===== config.mk =====
export PLATFORM = sky130hd
export DESIGN_NAME = serial_alu_sequencer_flat
export DESIGN_NICKNAME = d
export VERILOG_FILES = /design/src/rtl/serial_alu_sequencer_if.sv /design/src/rtl/serial_alu_sequencer.sv /design/src/flat_wrapper.sv
export SDC_FILE = /design/constraint.sdc
export NUM_CORES = 1
export LEC_CHECK = 0
export BUFFER_PORTS_ARGS = -buffer_cell sky130_fd_sc_hd__buf_2
export CORE_ASPECT_RATIO = 0.6
export CORE_MARGIN = 2
export CORE_UTILIZATION = 50
export DETAILED_ROUTE_END_ITERATION = 6
export GPL_ROUTABILITY_DRIVEN = 0
export HOLD_SLACK_MARGIN = 0.08
export MAX_ROUTING_LAYER = met4
export PLACE_DENSITY = 0.76
export SYNTH_ARGS = -nofsm -noshare
export SYNTH_HDL_FRONTEND = slang
export SYNTH_SLANG_ARGS = --single-unit

===== constraint.sdc =====
create_clock -name CLK -period 2.1 [get_ports CLK]
set_input_delay 0 -clock CLK [delete_from_list [all_inputs] [get_ports CLK]]
set_output_delay 0 -clock CLK [all_outputs]
set_load 0.05 [all_outputs]

===== src/rtl/serial_alu_sequencer_if.sv =====
// rtl/serial_alu_sequencer_if.sv - operand, ALU-slice and result bundle for the bit-serial sequencer
//
// Signal groups (directions given from the sequencer's side, modport slave):
//   operand handshake : IN_VALID(in)  IN_READY(out)  IN_A/IN_B[WIDTH](in)  IN_COMMAND[0:1](in)
//   ALU slice         : ALU_A/ALU_B(out)  ALU_COMMAND[0:1](out)  ALU_RES/ALU_CARRY(in)
//   result handshake  : OUT_VALID(out)  OUT_READY(in)  RESULT[WIDTH](out)  CARRY_OUT(out)
//   optional          : ZERO(out), present only with SERIAL_ALU_ZERO_FLAG_EN defined
// The master modport is the environment view: operand source, ALU slice and result sink.
interface serial_alu_sequencer_if #(
    parameter int WIDTH = 8
);
    logic             IN_VALID;
    logic             IN_READY;
    logic [WIDTH-1:0] IN_A;
    logic [WIDTH-1:0] IN_B;
    logic [0:1]       IN_COMMAND;
    logic             ALU_A;
    logic             ALU_B;
    logic [0:1]       ALU_COMMAND;
    logic             ALU_RES;
    logic             ALU_CARRY;
    logic             OUT_VALID;
    logic             OUT_READY;
    logic [WIDTH-1:0] RESULT;
    logic             CARRY_OUT;
`ifdef SERIAL_ALU_ZERO_FLAG_EN
    logic             ZERO;
`endif

    modport slave (
        input  IN_VALID, IN_A, IN_B, IN_COMMAND, ALU_RES, ALU_CARRY, OUT_READY,
        output IN_READY, ALU_A, ALU_B, ALU_COMMAND, OUT_VALID, RESULT, CARRY_OUT
`ifdef SERIAL_ALU_ZERO_FLAG_EN
        , output ZERO
`endif
    );

    modport master (
        output IN_VALID, IN_A, IN_B, IN_COMMAND, ALU_RES, ALU_CARRY, OUT_READY,
        input  IN_READY, ALU_A, ALU_B, ALU_COMMAND, OUT_VALID, RESULT, CARRY_OUT
`ifdef SERIAL_ALU_ZERO_FLAG_EN
        , input ZERO
`endif
    );
endinterface


===== src/rtl/serial_alu_sequencer.sv =====
// rtl/serial_alu_sequencer.sv - bit-serial operand sequencer driving an external 1-bit ALU slice
//
// Ports:
//   CLK     : system clock, all state on the rising edge
//   RESET_N : asynchronous active-low reset
//   bus     : serial_alu_sequencer_if.slave (operand handshake, ALU slice, result handshake)
// Optional feature macro: SERIAL_ALU_ZERO_FLAG_EN adds bus.ZERO (final result == 0, qualified by OUT_VALID).
module serial_alu_sequencer #(
    parameter int WIDTH = 8
) (
    input  logic                 CLK,
    input  logic                 RESET_N,
    serial_alu_sequencer_if.slave bus
);
    localparam int CW = (WIDTH > 2) ? $clog2(WIDTH) : 1;
    localparam logic [CW-1:0] LAST_BIT = CW'(WIDTH - 1);
    localparam logic [0:1] CMD_SUM = 2'b11;

    typedef enum logic [1:0] {
        IDLE = 2'd0,
        RUN  = 2'd1,
        DONE = 2'd2
    } state_t;

    state_t           state_q, state_d;
    logic [WIDTH-1:0] a_q, b_q, result_q;
    logic [0:1]       cmd_q;
    logic             carry_q;
    logic [CW-1:0]    cnt_q;
    logic             in_ready;
    logic             out_valid;
    logic             res_bit;
    logic [WIDTH-1:0] result_next;
`ifdef SERIAL_ALU_ZERO_FLAG_EN
    logic             zero_q;
`endif

    // The slice is a half adder for SUM; folding in carry_q here turns it
    // into a full adder without needing a carry input on the slice.
    assign res_bit     = (cmd_q == CMD_SUM) ? (bus.ALU_RES ^ carry_q) : bus.ALU_RES;
    assign result_next = {res_bit, result_q[WIDTH-1:1]};

    always_ff @(posedge CLK or negedge RESET_N) begin
        if (!RESET_N) begin
            state_q <= IDLE;
        end else begin
            state_q <= state_d;
        end
    end

    always_comb begin
        state_d   = state_q;
        in_ready  = 1'b0;
        out_valid = 1'b0;
        case (state_q)
            IDLE: begin
                in_ready = 1'b1;
                if (bus.IN_VALID) state_d = RUN;
            end
            RUN: begin
                if (cnt_q == LAST_BIT) state_d = DONE;
            end
            DONE: begin
                out_valid = 1'b1;
                if (bus.OUT_READY) state_d = IDLE;
            end
            default: state_d = IDLE;
        endcase
    end

    always_ff @(posedge CLK or negedge RESET_N) begin
        if (!RESET_N) begin
            a_q      <= '0;
            b_q      <= '0;
            cmd_q    <= '0;
            result_q <= '0;
            carry_q  <= 1'b0;
            cnt_q    <= '0;
`ifdef SERIAL_ALU_ZERO_FLAG_EN
            zero_q   <= 1'b0;
`endif
        end else begin
            case (state_q)
                IDLE: begin
                    if (bus.IN_VALID) begin
                        a_q     <= bus.IN_A;
                        b_q     <= bus.IN_B;
                        cmd_q   <= bus.IN_COMMAND;
                        carry_q <= 1'b0;
                        cnt_q   <= '0;
                    end
                end
                RUN: begin
                    a_q      <= a_q >> 1;
                    b_q      <= b_q >> 1;
                    result_q <= result_next;
                    cnt_q    <= cnt_q + 1'b1;
                    if (cmd_q == CMD_SUM) begin
                        carry_q <= bus.ALU_CARRY | (bus.ALU_RES & carry_q);
                    end
`ifdef SERIAL_ALU_ZERO_FLAG_EN
                    if (cnt_q == LAST_BIT) zero_q <= (result_next == '0);
`endif
                end
                default: ;
            endcase
        end
    end

    assign bus.IN_READY    = in_ready;
    assign bus.OUT_VALID   = out_valid;
    assign bus.ALU_A       = (state_q == RUN) ? a_q[0] : 1'b0;
    assign bus.ALU_B       = (state_q == RUN) ? b_q[0] : 1'b0;
    assign bus.ALU_COMMAND = cmd_q;
    assign bus.RESULT      = result_q;
    assign bus.CARRY_OUT   = carry_q;
`ifdef SERIAL_ALU_ZERO_FLAG_EN
    assign bus.ZERO        = out_valid & zero_q;
`endif
endmodule


===== src/flat_wrapper.sv =====
// flat-port wrapper written by rule: the top's interface ports become plain ports
module serial_alu_sequencer_flat 
#(
    parameter int WIDTH = 8
)
  (CLK, RESET_N, bus_IN_VALID, bus_IN_A, bus_IN_B, bus_IN_COMMAND, bus_ALU_RES, bus_ALU_CARRY, bus_OUT_READY, bus_IN_READY, bus_ALU_A, bus_ALU_B, bus_ALU_COMMAND, bus_OUT_VALID, bus_RESULT, bus_CARRY_OUT);
  serial_alu_sequencer_if #(.WIDTH(WIDTH)) bus_i ();
  input  logic CLK;
  input  logic RESET_N;
  input wire logic [$bits(bus_i.IN_VALID)-1:0] bus_IN_VALID;
  input wire logic [$bits(bus_i.IN_A)-1:0] bus_IN_A;
  input wire logic [$bits(bus_i.IN_B)-1:0] bus_IN_B;
  input wire logic [$bits(bus_i.IN_COMMAND)-1:0] bus_IN_COMMAND;
  input wire logic [$bits(bus_i.ALU_RES)-1:0] bus_ALU_RES;
  input wire logic [$bits(bus_i.ALU_CARRY)-1:0] bus_ALU_CARRY;
  input wire logic [$bits(bus_i.OUT_READY)-1:0] bus_OUT_READY;
  output wire logic [$bits(bus_i.IN_READY)-1:0] bus_IN_READY;
  output wire logic [$bits(bus_i.ALU_A)-1:0] bus_ALU_A;
  output wire logic [$bits(bus_i.ALU_B)-1:0] bus_ALU_B;
  output wire logic [$bits(bus_i.ALU_COMMAND)-1:0] bus_ALU_COMMAND;
  output wire logic [$bits(bus_i.OUT_VALID)-1:0] bus_OUT_VALID;
  output wire logic [$bits(bus_i.RESULT)-1:0] bus_RESULT;
  output wire logic [$bits(bus_i.CARRY_OUT)-1:0] bus_CARRY_OUT;
  assign bus_i.IN_VALID = bus_IN_VALID;
  assign bus_i.IN_A = bus_IN_A;
  assign bus_i.IN_B = bus_IN_B;
  assign bus_i.IN_COMMAND = bus_IN_COMMAND;
  assign bus_i.ALU_RES = bus_ALU_RES;
  assign bus_i.ALU_CARRY = bus_ALU_CARRY;
  assign bus_i.OUT_READY = bus_OUT_READY;
  assign bus_IN_READY = bus_i.IN_READY;
  assign bus_ALU_A = bus_i.ALU_A;
  assign bus_ALU_B = bus_i.ALU_B;
  assign bus_ALU_COMMAND = bus_i.ALU_COMMAND;
  assign bus_OUT_VALID = bus_i.OUT_VALID;
  assign bus_RESULT = bus_i.RESULT;
  assign bus_CARRY_OUT = bus_i.CARRY_OUT;
  serial_alu_sequencer #(.WIDTH(WIDTH)) u_core (.CLK(CLK), .RESET_N(RESET_N), .bus(bus_i));
endmodule

==> qor.yml, run 1 <==
pwr:
  power.density_nw_per_um2: 1590
  p_leak_uw: 0.000991
  max-vdd-ir-drop_mv: 1.02
sta:
  setup-tns-final_ns: 0
  max_freq_mhz: 556
  whs_ns: 0.155
  tightest_slew_ns: 0.677
  finalHoldViolCount: 0
  rsz0062_at_grt: "no"
  slew_headroom_pct: 54.9
  skew_ns: 0.00923
  finalSetupViolations: 0
  period_share_pct: 85.7
  maxSlewViolCount: 0
  layout_min_cycle_time_ns: 1.80
synthesis:
  syn-mean-instance-area_um2: 11.8
  synth_area_leaders: "dfrtp_1, mux2i_1, mux2_2"
  synth_top_area_share_pct: 55.1
  muxShareOfSynthArea_pct: 18.1
  synth_top_family_by_area: "multiplexers"
  synth.distinct_cells: 22
  yosysSeqAreaShare_pct: 55.1
  syn-instance-count: 123
  synth_simple_gate_area_share_pct: 9.55
  synth_xor_area_share_pct: 0
  ys_warn_count: 0
  synthAdderAreaFrac_pct: 2.58
  synthesis.area_um2: 1450
  synth.net_count: 150
  yosysTopAreaCell: "dfrtp_1"
  yosys_register_bits: 32
  synth-compound-area-share_pct: 10.2
setup_path:
  crit_chain: "nor2b_4 -> buf_12 -> and2_1 -> buf_2"
  startpoint_type: "flop"
  cpPeakStageDelay_ns: 0.49
  critPathCaptureType: "primary output"
  ff2ff_path_depth: 4
  path_buf_inv: 2
  path_class: "reg -> out"
  cpLargestDelayFamily: "simple AND/OR/NAND/NOR gates"
  r2r-end: "u_core.a_q[3]$_DFFE_PN0P_"
  timing.rr.start: "u_core.state_q[0]$_DFFE_PN0P_"
  worstPathRequired_ns: 2.10
  r2r_setup_slack_ns: 0.53
  crit_slowest_cell: "dfrtp_1"
  arrival_ns: 1.80
  cp.depth: 4
  crit_fanout: 16
floorplanning:
  ios: 39
  fp.dieH_um: 45.8
  dieArea_um2: 3370
  die_w_um: 73.6
  initial_utilization_pct: 51.6
  num_rows: 15
  coreArea_um2: 2820
clock_tree:
  hold_buffers: 22
  cts_setup_buffers: 0
  clk_latency_ns: 0.27
  cts_tree: "done"
  cts.repair.resized: 0
  root_buffer: "clkbuf_8"
  clock-sinks: 32
  cts_buffers: 5
  cts.htree.levels: 2
  cts_buffer_depth: 2
  clk_pin_slew_ns: 0.06
routing:
  vias: 1090
  post_drt_wl_per_cell_um: 13.8
  drt-total-wl_um: 3030
  drc: 0
  viasPerCell: 4.98
  drtPass1Iterations: 4
  ant_nets: 0
  drt_iter0_markers: 90
place:
  dp_cells: 190
  dpl.hpwl_um: 1910
  io_buffer_count: 38
finish:
  num_antenna_cells: 0
  layout_common_cells: "buf_2, dfrtp_1, dlygate4sd3_1"
  fillers: 205
  area_growth_pct: 35.9
  drive_above_1_share_pct: 31.9
  stdcell_count: 219
  regArea_um2: 801
  nNetsFinal: 212
  final_common_cell: "buf_2"
  multiInputGateArea_um2: 591
grt:
  antenna_found_initial: 0
  grt_max_degree: 33
  grt_pass1_wl_um: 4750
  grt_pass1_vias: 1007
  track_usage_pct: 20.7
  grt_overflow: 0
job:
  max_cap_viol_count: 0
min_path:
  hold_depth: 4
  holdPathEnd: "u_core.b_q[7]$_DFFE_PN0P_"
  hold_start: "bus_IN_VALID"
  hp-class: "in -> reg"
run_status:
  status: "completed"
==> per-layer routing <==
metal  routed length, µm  global-route usage [%]
met5                   0                       -
met4                  39                    9.09
met3                 163                    6.64
met2                1400                    30.4
met1                1430                    26.5
==> where the power goes <==
part	leakage [µW]	switching, µW	internal (µW)
logic	0.000549	954	587
registers	0.000392	203	907
clock network	0.0000503	198	291
total	0.000991	1360	1790
==> layout make-up <==
cell class,instances,share of cell area [%]
clock buffer,7,4.88
tap,34,2.15
timing repair buffer,62,22.2
sequential,32,40.5
inverter,2,0.380
multi-input combinational,82,29.9
==> worst max path at each step <==
stage | end | start | slack, ns
final | bus_ALU_A | u_core.state_q[0]$_DFFE_PN0P_ | 0.30
after global routing | bus_ALU_B | u_core.state_q[0]$_DFFE_PN0P_ | 0.15
after CTS | bus_ALU_A | u_core.state_q[0]$_DFFE_PN0P_ | 0.30
after detailed placement | u_core.b_q[3]$_DFFE_PN0P_ | u_core.state_q[0]$_DFFE_PN0P_ | 0.55
after global placement | u_core.b_q[3]$_DFFE_PN0P_ | u_core.state_q[0]$_DFFE_PN0P_ | 0.61
after floorplan | u_core.state_q[1]$_DFFE_PN0P_ | u_core.state_q[1]$_DFFE_PN0P_ | 0.53
==> sequential cells by signal, indices dropped and copies added (netlist names) <==
| register | cells |
|---|---|
| u_core.a_q | 8 |
| u_core.b_q | 8 |
| u_core.bus.RESULT | 8 |
| u_core.cnt_q | 3 |
| u_core.bus.ALU_COMMAND | 2 |
| u_core.state_q | 2 |
| u_core.bus.CARRY_OUT | 1 |
==> synth_stat cells <==
master and n:
o31a_1 1, nand4b_1 1, buf_4 1, buf_6 1, buf_12 1, o21ai_1 10
o21bai_1 1, o21ai_0 7, nor2b_4 1, mux2_2 10, nor3b_1 1, a22o_1 3
buf_2 4, inv_1 2, dfrtp_1 32, a21oi_1 4, mux2i_1 15, and2_1 2
nor2_1 2, nand2_1 17, ha_1 3, nor2b_1 4
==> per-stage QoR <==
step | setup WS [ns] | utilization [%] | area [µm²] | power (µW)
2_1_floorplan | 0.534 | - | 1450 | 2320
3_3_place_gp | 0.614 | 58.9 | 1660 | 2560
3_5_place_dp | 0.551 | 58.9 | 1660 | 2620
4_1_cts | 0.298 | 70.2 | 1980 | 3160
5_1_grt | 0.146 | 70.2 | 1980 | 3350
6_report | 0.301 | 70.2 | 1980 | 3140
==> kinds of logic after synthesis <==
| group | after synthesis |
|---|---|
| buf+inv | 9 |
| mux | 25 |
| simple gates | 28 |
| compound gates | 26 |
| fa+ha+maj | 3 |
| flops | 32 |
==> worst register-to-register path, cell delays in order, from the launching register on <==
cell     delay, ns
dfrtp_1       0.49
nor2b_4       0.43
buf_12        0.22
mux2i_1       0.22
o21ai_1       0.09
Power figures use the tool's default switching activity.
==> run 2, diff against run 1 <==
--- a/config.mk
+++ b/config.mk
@@ -6,7 +6,6 @@
 export NUM_CORES = 1
 export LEC_CHECK = 0
 export BUFFER_PORTS_ARGS = -buffer_cell sky130_fd_sc_hd__buf_2
-export CORE_ASPECT_RATIO = 0.6
 export CORE_MARGIN = 2
 export CORE_UTILIZATION = 50
 export DETAILED_ROUTE_END_ITERATION = 6
==> qor.yml, run 2 (synthesis results as in run 1) <==
floorplanning:
  coreArea_um2: 2760  # was 2820 µm²
  ios: 39  # unchanged
  die_w_um: 57.9  # was 73.6 µm
  fp.dieH_um: 57.9  # was 45.8 µm
  initial_utilization_pct: 52.7  # was 51.6%
  dieArea_um2: 3360  # was 3370 µm²
  num_rows: 19  # was 15
setup_path:
  startpoint_type: "flop"  # unchanged
  ff2ff_path_depth: 4  # unchanged
  cpPeakStageDelay_ns: 0.50  # was 0.49 ns
  cp.depth: 4  # unchanged
  cpLargestDelayFamily: "simple AND/OR/NAND/NOR gates"  # unchanged
  arrival_ns: 1.86  # was 1.80 ns
  path_class: "reg -> out"  # unchanged
  worstPathRequired_ns: 2.10  # about the same
  crit_fanout: 18  # was 16
  path_buf_inv: 2  # unchanged
  critPathCaptureType: "primary output"  # unchanged
  crit_slowest_cell: "dfrtp_1"  # unchanged
  crit_chain: "nor2b_4 -> buf_12 -> and2_1 -> buf_2"  # unchanged
finish:
  layout_common_cells: "buf_2, dfrtp_1, dlygate4sd3_1"  # unchanged
  drive_above_1_share_pct: 31.6  # was 31.9%
  nNetsFinal: 214  # was 212
  final_common_cell: "buf_2"  # unchanged
  num_antenna_cells: 0  # unchanged
  area_growth_pct: 33.4  # was 35.9%
sta:
  setup-tns-final_ns: 0  # unchanged
  finalHoldViolCount: 0  # unchanged
  layout_min_cycle_time_ns: 1.86  # was 1.80 ns
  rsz0062_at_grt: "no"  # unchanged
  maxSlewViolCount: 0  # unchanged
  finalSetupViolations: 0  # unchanged
  max_freq_mhz: 539  # was 556 MHz
  slew_headroom_pct: 53.7  # was 54.9%
  skew_ns: 0.0111  # was 0.00923 ns
  period_share_pct: 88.3  # was 85.7%
  tightest_slew_ns: 0.694  # was 0.677 ns
pwr:
  p_leak_uw: 0.000979  # was 0.000991 µW
  power.total_uw: 2990  # was 3140 µW
  power.density_nw_per_um2: 1540  # was 1590 nW/µm²
  max-vdd-ir-drop_mv: 1.43  # was 1.02 mV
routing:
  ant_nets: 0  # unchanged
  drtPass1Iterations: 4  # unchanged
  drt-total-wl_um: 3010  # was 3030 µm
  drt_iter0_markers: 34  # was 90
  drc: 0  # unchanged
  vias: 1153  # was 1090
  viasPerCell: 5.29  # was 4.98
  post_drt_wl_per_cell_um: 13.8  # about the same
min_path:
  hp-class: "in -> reg"  # unchanged
  hold_depth: 4  # unchanged
grt:
  grt_max_degree: 33  # unchanged
  globalRouteMet1Util_pct: 21.1  # was 26.5%
  track_usage_pct: 20.4  # was 20.7%
  grt_pass1_vias: 1208  # was 1007
  grt_pass1_wl_um: 4950  # was 4750 µm
  grt_use_met2_pct: 36.7  # was 30.4%
  grt_overflow: 0  # unchanged
  use_met3_pct: 7.14  # was 6.64%
  antenna_found_initial: 0  # unchanged
  grt.busiest_layer: "met2"  # unchanged
clock_tree:
  clock-sinks: 32  # unchanged
  cts_setup_buffers: 0  # unchanged
  cts_buffer_depth: 2  # unchanged
  hold_buffers: 23  # was 22
  cts_buffers: 5  # unchanged
  clk_pin_slew_ns: 0.09  # was 0.06 ns
  cts_tree: "done"  # unchanged
  root_buffer: "clkbuf_4"  # was clkbuf_8
  clk_latency_ns: 0.33  # was 0.27 ns
  cts.htree.levels: 2  # unchanged
  cts.repair.resized: 0  # unchanged
place:
  io_buffer_count: 38  # unchanged
  dpl.hpwl_um: 1910  # about the same
job:
  max_cap_viol_count: 0  # unchanged
run_status:
  status: "completed"  # unchanged
run 2: final timing paths:
kind	end	start	slack, ns
setup / recovery	bus_ALU_A	u_core.state_q[0]$_DFFE_PN0P_	0.24
hold / removal	u_core.a_q[7]$_DFFE_PN0P_	bus_IN_VALID	0.10
setup reg to reg	u_core.bus.CARRY_OUT$_DFFE_PN0P_	u_core.state_q[0]$_DFFE_PN0P_	0.27
hold reg to reg	u_core.a_q[0]$_DFFE_PN0P_	u_core.a_q[0]$_DFFE_PN0P_	0.50
max in group asynchronous	u_core.cnt_q[1]$_DFFE_PN0P_	RESET_N	1.42
min in group asynchronous	u_core.bus.ALU_COMMAND[1]$_DFFE_PN0P_	RESET_N	0.23
run 2: metrics by stage:
step / cells / utilization [%] / cell area [µm²] / setup slack, ns / hold slack, ns
floorplan: 123 / - / 1450 / 0.534 / -0.296
global placement: 188 / 60.3 / 1660 / 0.552 / 0.0779
detailed placement: 188 / 60.3 / 1660 / 0.519 / 0.0847
CTS: 218 / 70.3 / 1940 / 0.221 / 0.0862
global route: 218 / 70.3 / 1940 / 0.0700 / 0.138
finish: 218 / 70.3 / 1940 / 0.245 / 0.100
run 2: area by class of cell:
type	count	area (µm²)
multi-input cells	82	591
clock buffers	6	41.3
fillers	207	818
inverters	2	7.51
clock inverters	1	5.00
well taps	31	38.8
flip-flops and latches	32	801
repair buffers	64	455
run 2: routing by layer:
metal | wire [µm] | up-vias
li1 | - | 551
met1 | 1220 | 563
met2 | 1590 | 34
met3 | 171 | 5
met4 | 25 | 0
met5 | 0 | -
run 2: worst register-to-register path: stages (launching register included):
cell and delay (ns):
dfrtp_1 0.48, nor3b_1 0.42, o21ai_0 0.14, o31a_1 0.12, dlygate4sd3_1 0.56
run 2: report_power, final:
part	internal (µW)	switching (µW)	total, µW
Combinational	617	955	1570
Sequential	904	199	1100
Clock	123	196	319
